File: src/rtl/uart_word_packer_if.sv
// uart_word_packer bus bundle: received byte stream in, RAM write port out.
// master = byte source / RAM side, slave = packer side.
interface uart_word_packer_if #(
  parameter int BYTE_WIDTH = 8,
  parameter int WORD_WIDTH = 32,
  parameter int ADDR_W     = 4
);
  logic [BYTE_WIDTH-1:0] i_byte;
  logic                  i_byte_valid;
  logic                  o_wr_en;
  logic [ADDR_W-1:0]     o_wr_addr;
  logic [WORD_WIDTH-1:0] o_wr_data;

  modport master (
    output i_byte, i_byte_valid,
    input  o_wr_en, o_wr_addr, o_wr_data
  );

  modport slave (
    input  i_byte, i_byte_valid,
    output o_wr_en, o_wr_addr, o_wr_data
  );
endinterface

File: src/rtl/uart_word_packer.sv
// uart_word_packer: packs UART bytes into RAM words with timeout flush.
// Optional running XOR of written words: UART_WORD_PACKER_CHECKSUM_EN.
module uart_word_packer #(
  parameter int BYTE_WIDTH     = 8,
  parameter int BYTES_PER_WORD = 4,
  parameter int DEPTH          = 16,
  parameter int MSB_FIRST      = 1,
  parameter int WRAP_MODE      = 1,
  parameter int TIMEOUT_CYCLES = 4096,
  parameter int PAD_PARTIAL    = 1,
  localparam int WORD_WIDTH = BYTE_WIDTH * BYTES_PER_WORD,
  localparam int ADDR_W     = $clog2(DEPTH),
  localparam int CW         = $clog2(DEPTH + 1)
) (
  input  logic          i_clk,
  input  logic          i_reset_n,
  input  logic          i_clear,
  uart_word_packer_if.slave bus,
  output logic [CW-1:0] o_word_count,
  output logic          o_full,
  output logic          o_overflow,
  output logic          o_wrap,
`ifdef UART_WORD_PACKER_CHECKSUM_EN
  output logic [WORD_WIDTH-1:0] o_checksum,
`endif
  output logic          o_timeout
);

  localparam int CNT_W = (BYTES_PER_WORD > 1) ?
                         $clog2(BYTES_PER_WORD) : 1;
  localparam int TW = (TIMEOUT_CYCLES > 1) ?
                      $clog2(TIMEOUT_CYCLES) : 1;
  localparam logic [TW-1:0] TMAX =
    TW'((TIMEOUT_CYCLES > 0) ? TIMEOUT_CYCLES - 1 : 0);
  localparam logic [CNT_W-1:0] LAST = CNT_W'(BYTES_PER_WORD - 1);
  localparam logic [ADDR_W-1:0] ATOP = ADDR_W'(DEPTH - 1);
  localparam logic [CW-1:0] CMAX = CW'(DEPTH);

  typedef enum logic [1:0] {
    IDLE    = 2'd0,
    COLLECT = 2'd1,
    FULL    = 2'd2
  } state_t;

  state_t                state_q, state_d;
  logic [CNT_W-1:0]      cnt_q, cnt_d;
  logic [WORD_WIDTH-1:0] asm_q, asm_d;
  logic [TW-1:0]         timer_q, timer_d;
  logic [ADDR_W-1:0]     addr_q, addr_d;
  logic [CW-1:0]         wcount_q, wcount_d;
  logic                  ovf_q, ovf_d;
  logic                  wr_en_q, wr_en_d;
  logic [ADDR_W-1:0]     wr_addr_q, wr_addr_d;
  logic [WORD_WIDTH-1:0] wr_data_q, wr_data_d;
  logic                  wrap_q, wrap_d;
  logic                  to_q, to_d;

  logic                  accept;
  logic                  hit;
  logic                  do_wr;
  logic [WORD_WIDTH-1:0] word;
  logic [CNT_W-1:0]      lane;

  // State and datapath registers
  always_ff @(posedge i_clk or negedge i_reset_n) begin
    if (!i_reset_n) begin
      state_q   <= IDLE;
      cnt_q     <= '0;
      asm_q     <= '0;
      timer_q   <= '0;
      addr_q    <= '0;
      wcount_q  <= '0;
      ovf_q     <= 1'b0;
      wr_en_q   <= 1'b0;
      wr_addr_q <= '0;
      wr_data_q <= '0;
      wrap_q    <= 1'b0;
      to_q      <= 1'b0;
    end else begin
      state_q   <= state_d;
      cnt_q     <= cnt_d;
      asm_q     <= asm_d;
      timer_q   <= timer_d;
      addr_q    <= addr_d;
      wcount_q  <= wcount_d;
      ovf_q     <= ovf_d;
      wr_en_q   <= wr_en_d;
      wr_addr_q <= wr_addr_d;
      wr_data_q <= wr_data_d;
      wrap_q    <= wrap_d;
      to_q      <= to_d;
    end
  end

  // Byte accept, word completion, timeout flush and address advance
  always_comb begin
    state_d   = state_q;
    cnt_d     = cnt_q;
    asm_d     = asm_q;
    timer_d   = timer_q;
    addr_d    = addr_q;
    wcount_d  = wcount_q;
    ovf_d     = ovf_q;
    wr_en_d   = 1'b0;
    wr_addr_d = wr_addr_q;
    wr_data_d = wr_data_q;
    wrap_d    = 1'b0;
    to_d      = 1'b0;
    do_wr     = 1'b0;
    word      = asm_q;
    lane      = (MSB_FIRST != 0) ? LAST - cnt_q : cnt_q;
    accept    = bus.i_byte_valid && (state_q != FULL) && !i_clear;
    hit       = (TIMEOUT_CYCLES > 0) && (state_q == COLLECT) &&
                (timer_q == TMAX);

    if (i_clear) begin
      state_d  = IDLE;
      cnt_d    = '0;
      asm_d    = '0;
      timer_d  = '0;
      addr_d   = '0;
      wcount_d = '0;
      ovf_d    = 1'b0;
    end else if (accept) begin
      word[lane*BYTE_WIDTH +: BYTE_WIDTH] = bus.i_byte;
      timer_d = '0;
      if (cnt_q == LAST) begin
        do_wr   = 1'b1;
        cnt_d   = '0;
        asm_d   = '0;
        state_d = IDLE;
      end else begin
        asm_d   = word;
        cnt_d   = cnt_q + CNT_W'(1);
        state_d = COLLECT;
      end
    end else if (state_q == FULL) begin
      if (bus.i_byte_valid) ovf_d = 1'b1;
    end else if (hit) begin
      to_d    = 1'b1;
      state_d = IDLE;
      cnt_d   = '0;
      asm_d   = '0;
      timer_d = '0;
      do_wr   = (PAD_PARTIAL != 0);
    end else if (state_q == COLLECT && TIMEOUT_CYCLES > 0) begin
      timer_d = timer_q + TW'(1);
    end

    if (do_wr) begin
      wr_en_d   = 1'b1;
      wr_addr_d = addr_q;
      wr_data_d = word;
      if (wcount_q != CMAX) wcount_d = wcount_q + CW'(1);
      if (addr_q == ATOP) begin
        addr_d = '0;
        if (WRAP_MODE != 0) wrap_d = 1'b1;
        else state_d = FULL;
      end else begin
        addr_d = addr_q + ADDR_W'(1);
      end
    end
  end

`ifdef UART_WORD_PACKER_CHECKSUM_EN
  logic [WORD_WIDTH-1:0] csum_q;

  // Running XOR of every word written to the RAM
  always_ff @(posedge i_clk or negedge i_reset_n) begin
    if (!i_reset_n) csum_q <= '0;
    else if (i_clear) csum_q <= '0;
    else if (wr_en_q) csum_q <= csum_q ^ wr_data_q;
  end

  assign o_checksum = csum_q;
`endif

  assign bus.o_wr_en   = wr_en_q;
  assign bus.o_wr_addr = wr_addr_q;
  assign bus.o_wr_data = wr_data_q;
  assign o_word_count  = wcount_q;
  assign o_full        = (state_q == FULL);
  assign o_overflow    = ovf_q;
  assign o_wrap        = wrap_q;
  assign o_timeout     = to_q;

endmodule

File: src/flat_wrapper.sv
// flat-port wrapper written by rule: the top's interface ports become plain ports
module uart_word_packer_flat 
#(
  parameter int BYTE_WIDTH     = 8,
  parameter int BYTES_PER_WORD = 4,
  parameter int DEPTH          = 16,
  parameter int MSB_FIRST      = 1,
  parameter int WRAP_MODE      = 1,
  parameter int TIMEOUT_CYCLES = 4096,
  parameter int PAD_PARTIAL    = 1,
  localparam int WORD_WIDTH = BYTE_WIDTH * BYTES_PER_WORD,
  localparam int ADDR_W     = $clog2(DEPTH),
  localparam int CW         = $clog2(DEPTH + 1)
)
  (i_clk, i_reset_n, i_clear, o_word_count, o_full, o_overflow, o_wrap, o_timeout, bus_i_byte, bus_i_byte_valid, bus_o_wr_en, bus_o_wr_addr, bus_o_wr_data);
  uart_word_packer_if #(.BYTE_WIDTH(BYTE_WIDTH), .WORD_WIDTH(32), .ADDR_W(4)) bus_i ();
  input  logic i_clk;
  input  logic i_reset_n;
  input  logic i_clear;
  output logic [CW-1:0] o_word_count;
  output logic o_full;
  output logic o_overflow;
  output logic o_wrap;
  output logic o_timeout;
  input wire logic [$bits(bus_i.i_byte)-1:0] bus_i_byte;
  input wire logic [$bits(bus_i.i_byte_valid)-1:0] bus_i_byte_valid;
  output wire logic [$bits(bus_i.o_wr_en)-1:0] bus_o_wr_en;
  output wire logic [$bits(bus_i.o_wr_addr)-1:0] bus_o_wr_addr;
  output wire logic [$bits(bus_i.o_wr_data)-1:0] bus_o_wr_data;
  assign bus_i.i_byte = bus_i_byte;
  assign bus_i.i_byte_valid = bus_i_byte_valid;
  assign bus_o_wr_en = bus_i.o_wr_en;
  assign bus_o_wr_addr = bus_i.o_wr_addr;
  assign bus_o_wr_data = bus_i.o_wr_data;
  uart_word_packer #(.BYTE_WIDTH(BYTE_WIDTH), .BYTES_PER_WORD(BYTES_PER_WORD), .DEPTH(DEPTH), .MSB_FIRST(MSB_FIRST), .WRAP_MODE(WRAP_MODE), .TIMEOUT_CYCLES(TIMEOUT_CYCLES), .PAD_PARTIAL(PAD_PARTIAL)) u_core (.i_clk(i_clk), .i_reset_n(i_reset_n), .i_clear(i_clear), .bus(bus_i), .o_word_count(o_word_count), .o_full(o_full), .o_overflow(o_overflow), .o_wrap(o_wrap), .o_timeout(o_timeout));
endmodule
File: config.mk
export PLATFORM = sky130hd
export DESIGN_NAME = uart_word_packer_flat
export DESIGN_NICKNAME = d
export VERILOG_FILES = /design/src/rtl/uart_word_packer_if.sv /design/src/rtl/uart_word_packer.sv /design/src/flat_wrapper.sv
export SDC_FILE = /design/constraint.sdc
export NUM_CORES = 1
export LEC_CHECK = 0
export ABC_CLOCK_PERIOD_IN_PS = 1890
export CAP_MARGIN = 20
export CORE_MARGIN = 8
export CORE_UTILIZATION = 49
export DETAILED_ROUTE_END_ITERATION = 10
export PLACE_DENSITY = 0.75
export SETUP_SLACK_MARGIN = 0.02
export SLEW_MARGIN = 40
export SYNTH_ARGS = -nofsm -noshare
export SYNTH_HDL_FRONTEND = slang
export SYNTH_SLANG_ARGS = --single-unit
File: constraint.sdc
create_clock -name i_clk -period 1.89 [get_ports i_clk]
set_input_delay 0.567 -clock i_clk [delete_from_list [all_inputs] [get_ports i_clk]]
set_output_delay 0.567 -clock i_clk [all_outputs]
set_load 0.05 [all_outputs]
# After elaboration in Yosys (flattened, before gate mapping)
# Cells that the tools add are included.
# W data, S select, Z words.
dict set report word_totals {
  word_cells 82
  mem_count 0
  ramBits 0
  rom_bits 0
  input_bits 12
  latchBits 0
  reg_bits 97
}
dict set report op_classes {
  n_bitwise 0
  muxes 41
  n_addsub 6
  n_reduce_logical 12
  n_shift 2
  n_mul 0
  eq_ne 9
  n_div 0
  magnitude_cmp 0
}
# op n
set ops {}
lappend ops {{$mux W32} 7}
lappend ops {{$mux W12} 5}
lappend ops {{$neg A5 Y34} 1}
lappend ops {{$shift A8 B34 Y32 const A} 1}
lappend ops {{$shiftx A8 B34 Y32} 1}
lappend ops {{$bwmux W32} 1}
lappend ops {{$mux W1} 15}
lappend ops {{$mux W5} 3}
lappend ops {{$mux W2} 7}
lappend ops {{$add A12 B1 Y12 const B} 1}
lappend ops {{$eq A12 B12 Y1 const B} 1}
lappend ops {{$mux W4} 3}
lappend ops {{$reduce_bool A2 Y1} 3}
lappend ops {{$add A5 B1 Y5 const B} 1}
lappend ops {{$ne A5 B5 Y1 const B} 1}
lappend ops {{$add A4 B1 Y4 const B} 1}
lappend ops {{$eq A2 B2 Y1 const B} 2}
lappend ops {{$eq A4 B4 Y1 const B} 1}
lappend ops {{$ne A2 B2 Y1 const B} 2}
lappend ops {{$reduce_and A2 Y1} 2}
lappend ops {{$reduce_bool A4 Y1} 1}
lappend ops {{$logic_and A1 B1 Y1} 3}
lappend ops {{$ne A3 B2 Y1 const B} 1}
lappend ops {{$reduce_and A3 Y1} 1}
lappend ops {{other kinds (5)} 5}

# Depth between registers and ports, before layout
dict set report logic_depth {
  word_depth 7
  depth_mapped 8
  depth_no_buf 6
}

# Least setup slack after synthesis
# OpenSTA, ideal clock, no wires.
dict set report synth_path {
  path_kind {register to register}
  from {register u_core.cnt_q[0]}
  to {register u_core.wr_data_q[24], in the netlist u_core.bus.o_wr_data[24]}
  n_path_buf 0
  stages_incl_launch_ff 7
  arrival_ns 1.944
  period_less_slack_ns 2.021
  path_slack_ns -0.131
  setup_time_ns 0.078
  path_cell_list {dfrtp_1 -> inv_1 -> ha_1 -> or4b_1 -> nor2_1 -> a22oi_1 -> a21oi_1}
}
dict set report synth_via {
  elab_chain_cells 6
}
# element line_no
set synth_rtl {}
lappend synth_rtl {{from (decl)} uart_word_packer.sv:46} ;# logic [CNT_W-1:0] cnt_q, cnt_d;
lappend synth_rtl {{from (signal assigned)} uart_word_packer.sv:81} ;# cnt_q <= cnt_d;
lappend synth_rtl {{$sub A2 B2 Y2} uart_word_packer.sv:111} ;# lane = (MSB_FIRST != 0) ? LAST - cnt_q : cnt_q;
lappend synth_rtl {{$neg A5 Y34} uart_word_packer.sv:125} ;# word[lane*BYTE_WIDTH +: BYTE_WIDTH] = bus.i_byte;
lappend synth_rtl {{$shiftx A8 B34 Y32 / $shift A8 B34 Y32 (equally long branches)} uart_word_packer.sv:125}
lappend synth_rtl {{$bwmux W32} uart_word_packer.sv:125}
lappend synth_rtl {{$mux W32} uart_word_packer.sv:124} ;# end else if (accept) begin
lappend synth_rtl {{$mux W32} uart_word_packer.sv:116} ;# if (i_clear) begin
lappend synth_rtl {{to (signal assigned)} uart_word_packer.sv:89} ;# wr_data_q <= wr_data_d;
lappend synth_rtl {{to (decl)} uart_word_packer.sv:54} ;# logic [WORD_WIDTH-1:0] wr_data_q, wr_data_d;
# Several ways; a longest one is shown, not always the timed one.
# A chain may end at the register's enable or synchronous reset.

# Worst setup path after layout
dict set report layout_path {
  from {register u_core.cnt_q[1]}
  to {register u_core.wr_data_q[25], in the netlist u_core.bus.o_wr_data[25]}
}
# Same word-level chain as after synthesis.

==> impl_results.md <==
* Outcome: finished clean
* Pwr Total at 5.71 mW
* Post-synth EDFFs at 0
* Fin crit share at 0.989
* Synthesized flop and latch total at 96
* Initial cell density of the core at 0.499
* Clk_lat worst skew at 0.37 ns
* Achievable Freq at 0.535 GHz
* Pre-antenna DRT Iters at 4
* Number of diodes at 0
* Register area share after synthesis at 0.560
* Largest net degree at the start of global routing at 49
* Full die area at 12000 um2
* Number of clock buffers inserted by TritonCTS at 9
* Post-Syn Instances at 388
* Place WS at -0.461 ns
* Commonest cells in the netlist: 96 x dfrtp_1, 38 x a21oi_1, 36 x nor3_1
* RePlAce Congestion at 0.828
* I/O Buffers at 56
* Clock root buffer: clkbuf_8
* FFs w/ async S/R, synth at 1.00
* Yosys cell types at 47
* Die height at 110 um
* Kind of critical path: register to register
* Tot GR Track Use at 0.183
* Via count at 3559
* Hold WC Path Type: primary input to asynchronous set/reset pin
* Setup tns final at 0 ns
* Synth Cell Area at 4290 um2
* Total congestion overflow at 0
* Crit path launch type: register
* Fillers at 652
* Peak VDD IR at 0.000361 V
* Nets@finish at 515
* Final Hold Viols at 0
* Arrival time at the worst endpoint at 2.17 ns
* Final setup margin at 0.0205 ns
* Final Cell Area at 5690 um2
* CP Capture Type: register
* Layout cell share with drive strength beyond 1 at 0.321
* # setup viols final at 0
* Synth Warn # at 0
* Static Leak at 2.64 nW
* Die Wd at 110 um
* DRC errors left at 0
* Cell taking the most area after synthesis: dfrtp_1
* Max Used Layer: met4
* Vias per cell at 5.86
* Met2 Wirelength at 5190 um
* Most area-consuming cells after synthesis: dfrtp_1 56%, a22oi_1 5.6%, a22o_1 5.3%, a21oi_1 4.4%, nor3_1 4.2%
* Syn_area_per_cell at 11.1 um2
* CP required at 2.19 ns
* RSZ-0062 raised after global routing: true
* Final Skew at 0.00979 ns
* TritonCTS clock tree: done
* Hpwl dp at 7370 um
* CTS clk-pin slew, worst paths at 0.10 ns
* Met3 routed WL at 672 um
* Initial antenna violation count at 0
* Rows at 34
* Syn_nets at 409
* Placed instance area at 5240 um2
* # Max-Cap Violations at 0
* Vias in the first global route at 3409
* Placeable Area at 8590 um2
* Clk sink count at 96
* Crit path from: u_core.cnt_q[1]
* Pwr Density at 1000 nW/um2
* Drt total wl at 10700 um
* Num ports at 58
* CTS H-Tree Depth at 3
* Fin. max-slew vios at 0
* Count leader, synth: dfrtp_1
* Crit Path Max Fanout at 8
* Main synth FF type: dfrtp_1
* Top-area cell type share of the netlist area at 0.560
* Wl on met1 at 4700 um
* Minimum clock period at 1.87 ns
* Global-route wire length before repair at 17400 um
* Antenna-violating nets left at 0
* Syn-to-layout area delta at 32.6%
* CTS max path bufs at 2
* Iter 0 DRT Violations at 149
* Post-DR wirelength/cell at 17.7 um
* R2R Path Start: u_core.cnt_q[1]
-- stage by stage --
| stage | utilization | cells | hold WS [ns] |
|---|---|---|---|
| detailed placement | 0.610 | 580 | 0.471 |
| global route | 0.662 | 607 | 0.0691 |
| global placement | 0.610 | 580 | 0.468 |
| CTS | 0.648 | 602 | 0.0660 |
| floorplan | - | 388 | 0.271 |
| finish | 0.662 | 607 | 0.0694 |
-- power breakdown --
group / leakage, nW / switching, mW / internal, mW
clock network: 0.113 / 0.739 / 0.789
logic: 1.23 / 1.19 / 0.559
registers: 1.29 / 0.149 / 2.29
total: 2.64 / 2.07 / 3.64
-- cell families after synthesis --
logic type      count (synthesis)  share of synthesized area
other cells                     1                   0.000874
mux                             6                     0.0158
fa+ha+maj                       9                     0.0263
compound gates                117                      0.185
flops                          96                      0.560
xor+xnor                        9                     0.0184
simple gates                  124                      0.161
buf+inv                        26                     0.0330
-- critical path, cell delays in order (launching register included) --
cell and delay [ns]:
dfrtp_1 0.43, inv_2 0.10, ha_4 0.21, or4b_4 0.57, nor2_4 0.24, a22oi_1 0.10, a21oi_1 0.15
-- worst paths after layout --
check	endpoint	slack, ns	depth (start not counted)
max	u_core.bus.o_wr_data[25]	0.02	6
min	u_core.bus.o_wr_data[14]	0.07	1
max reg2reg	u_core.bus.o_wr_data[25]	0.02	6
min reg2reg	u_core.asm_q[13]	0.51	1
max in group asynchronous	u_core.o_word_count[3]	1.28	2
min in group i_clk	u_core.asm_q[13]	0.51	1
-- placed cells by master, fill, tap and decap left out, types with 8 or more instances in the layout --
cell type	instances
a21oi_1	36
clkdlybuf4s50_1	8
a22oi_1	29
a22o_1	26
and3_1	9
dfrtp_1	94
clkbuf_8	10
nor2_1	18
buf_12	10
buf_4	90
nor3_1	36
nand2_1	17
-- sequential cells by signal (all words and copies together) (netlist names) --
register / count
u_core.bus.o_wr_en: 1
u_core.state_q: 1
u_core.asm_q: 32
u_core.addr_q: 4
u_core.o_word_count: 5
u_core.o_overflow: 1
u_core.cnt_q: 2
u_core.bus.o_wr_addr: 4
u_core.bus.o_wr_data: 32
u_core.o_wrap: 1
u_core.timer_q: 12
u_core.o_timeout: 1
-- final cells by class --
type / instances / area (um2) / area share
clock inverter: 6 / 90.1 / 0.0158
sequential: 96 / 2400 / 0.423
tap: 108 / 135 / 0.0238
timing repair buffer: 113 / 1010 / 0.177
multi-input combinational: 266 / 1880 / 0.330
clock buffer: 10 / 138 / 0.0242
inverter: 8 / 32.5 / 0.00572
-- routing by layer --
metal	GRT usage	vias up
met5	0	-
met3	0.0428	18
met2	0.292	102
li1	-	1649
met4	0.0550	0
met1	0.244	1790
-- timing repair --
item / CTS / global route
pin swaps: 13 / 16
gates resized for setup: 17 / 20
hold buffers: 0 / 0
hold endpoints to repair: 0 / 0
setup buffers: 6 / 5
endpoints found under the setup margin: 49 / 77
No activity file was read; power rests on OpenSTA's default activity.
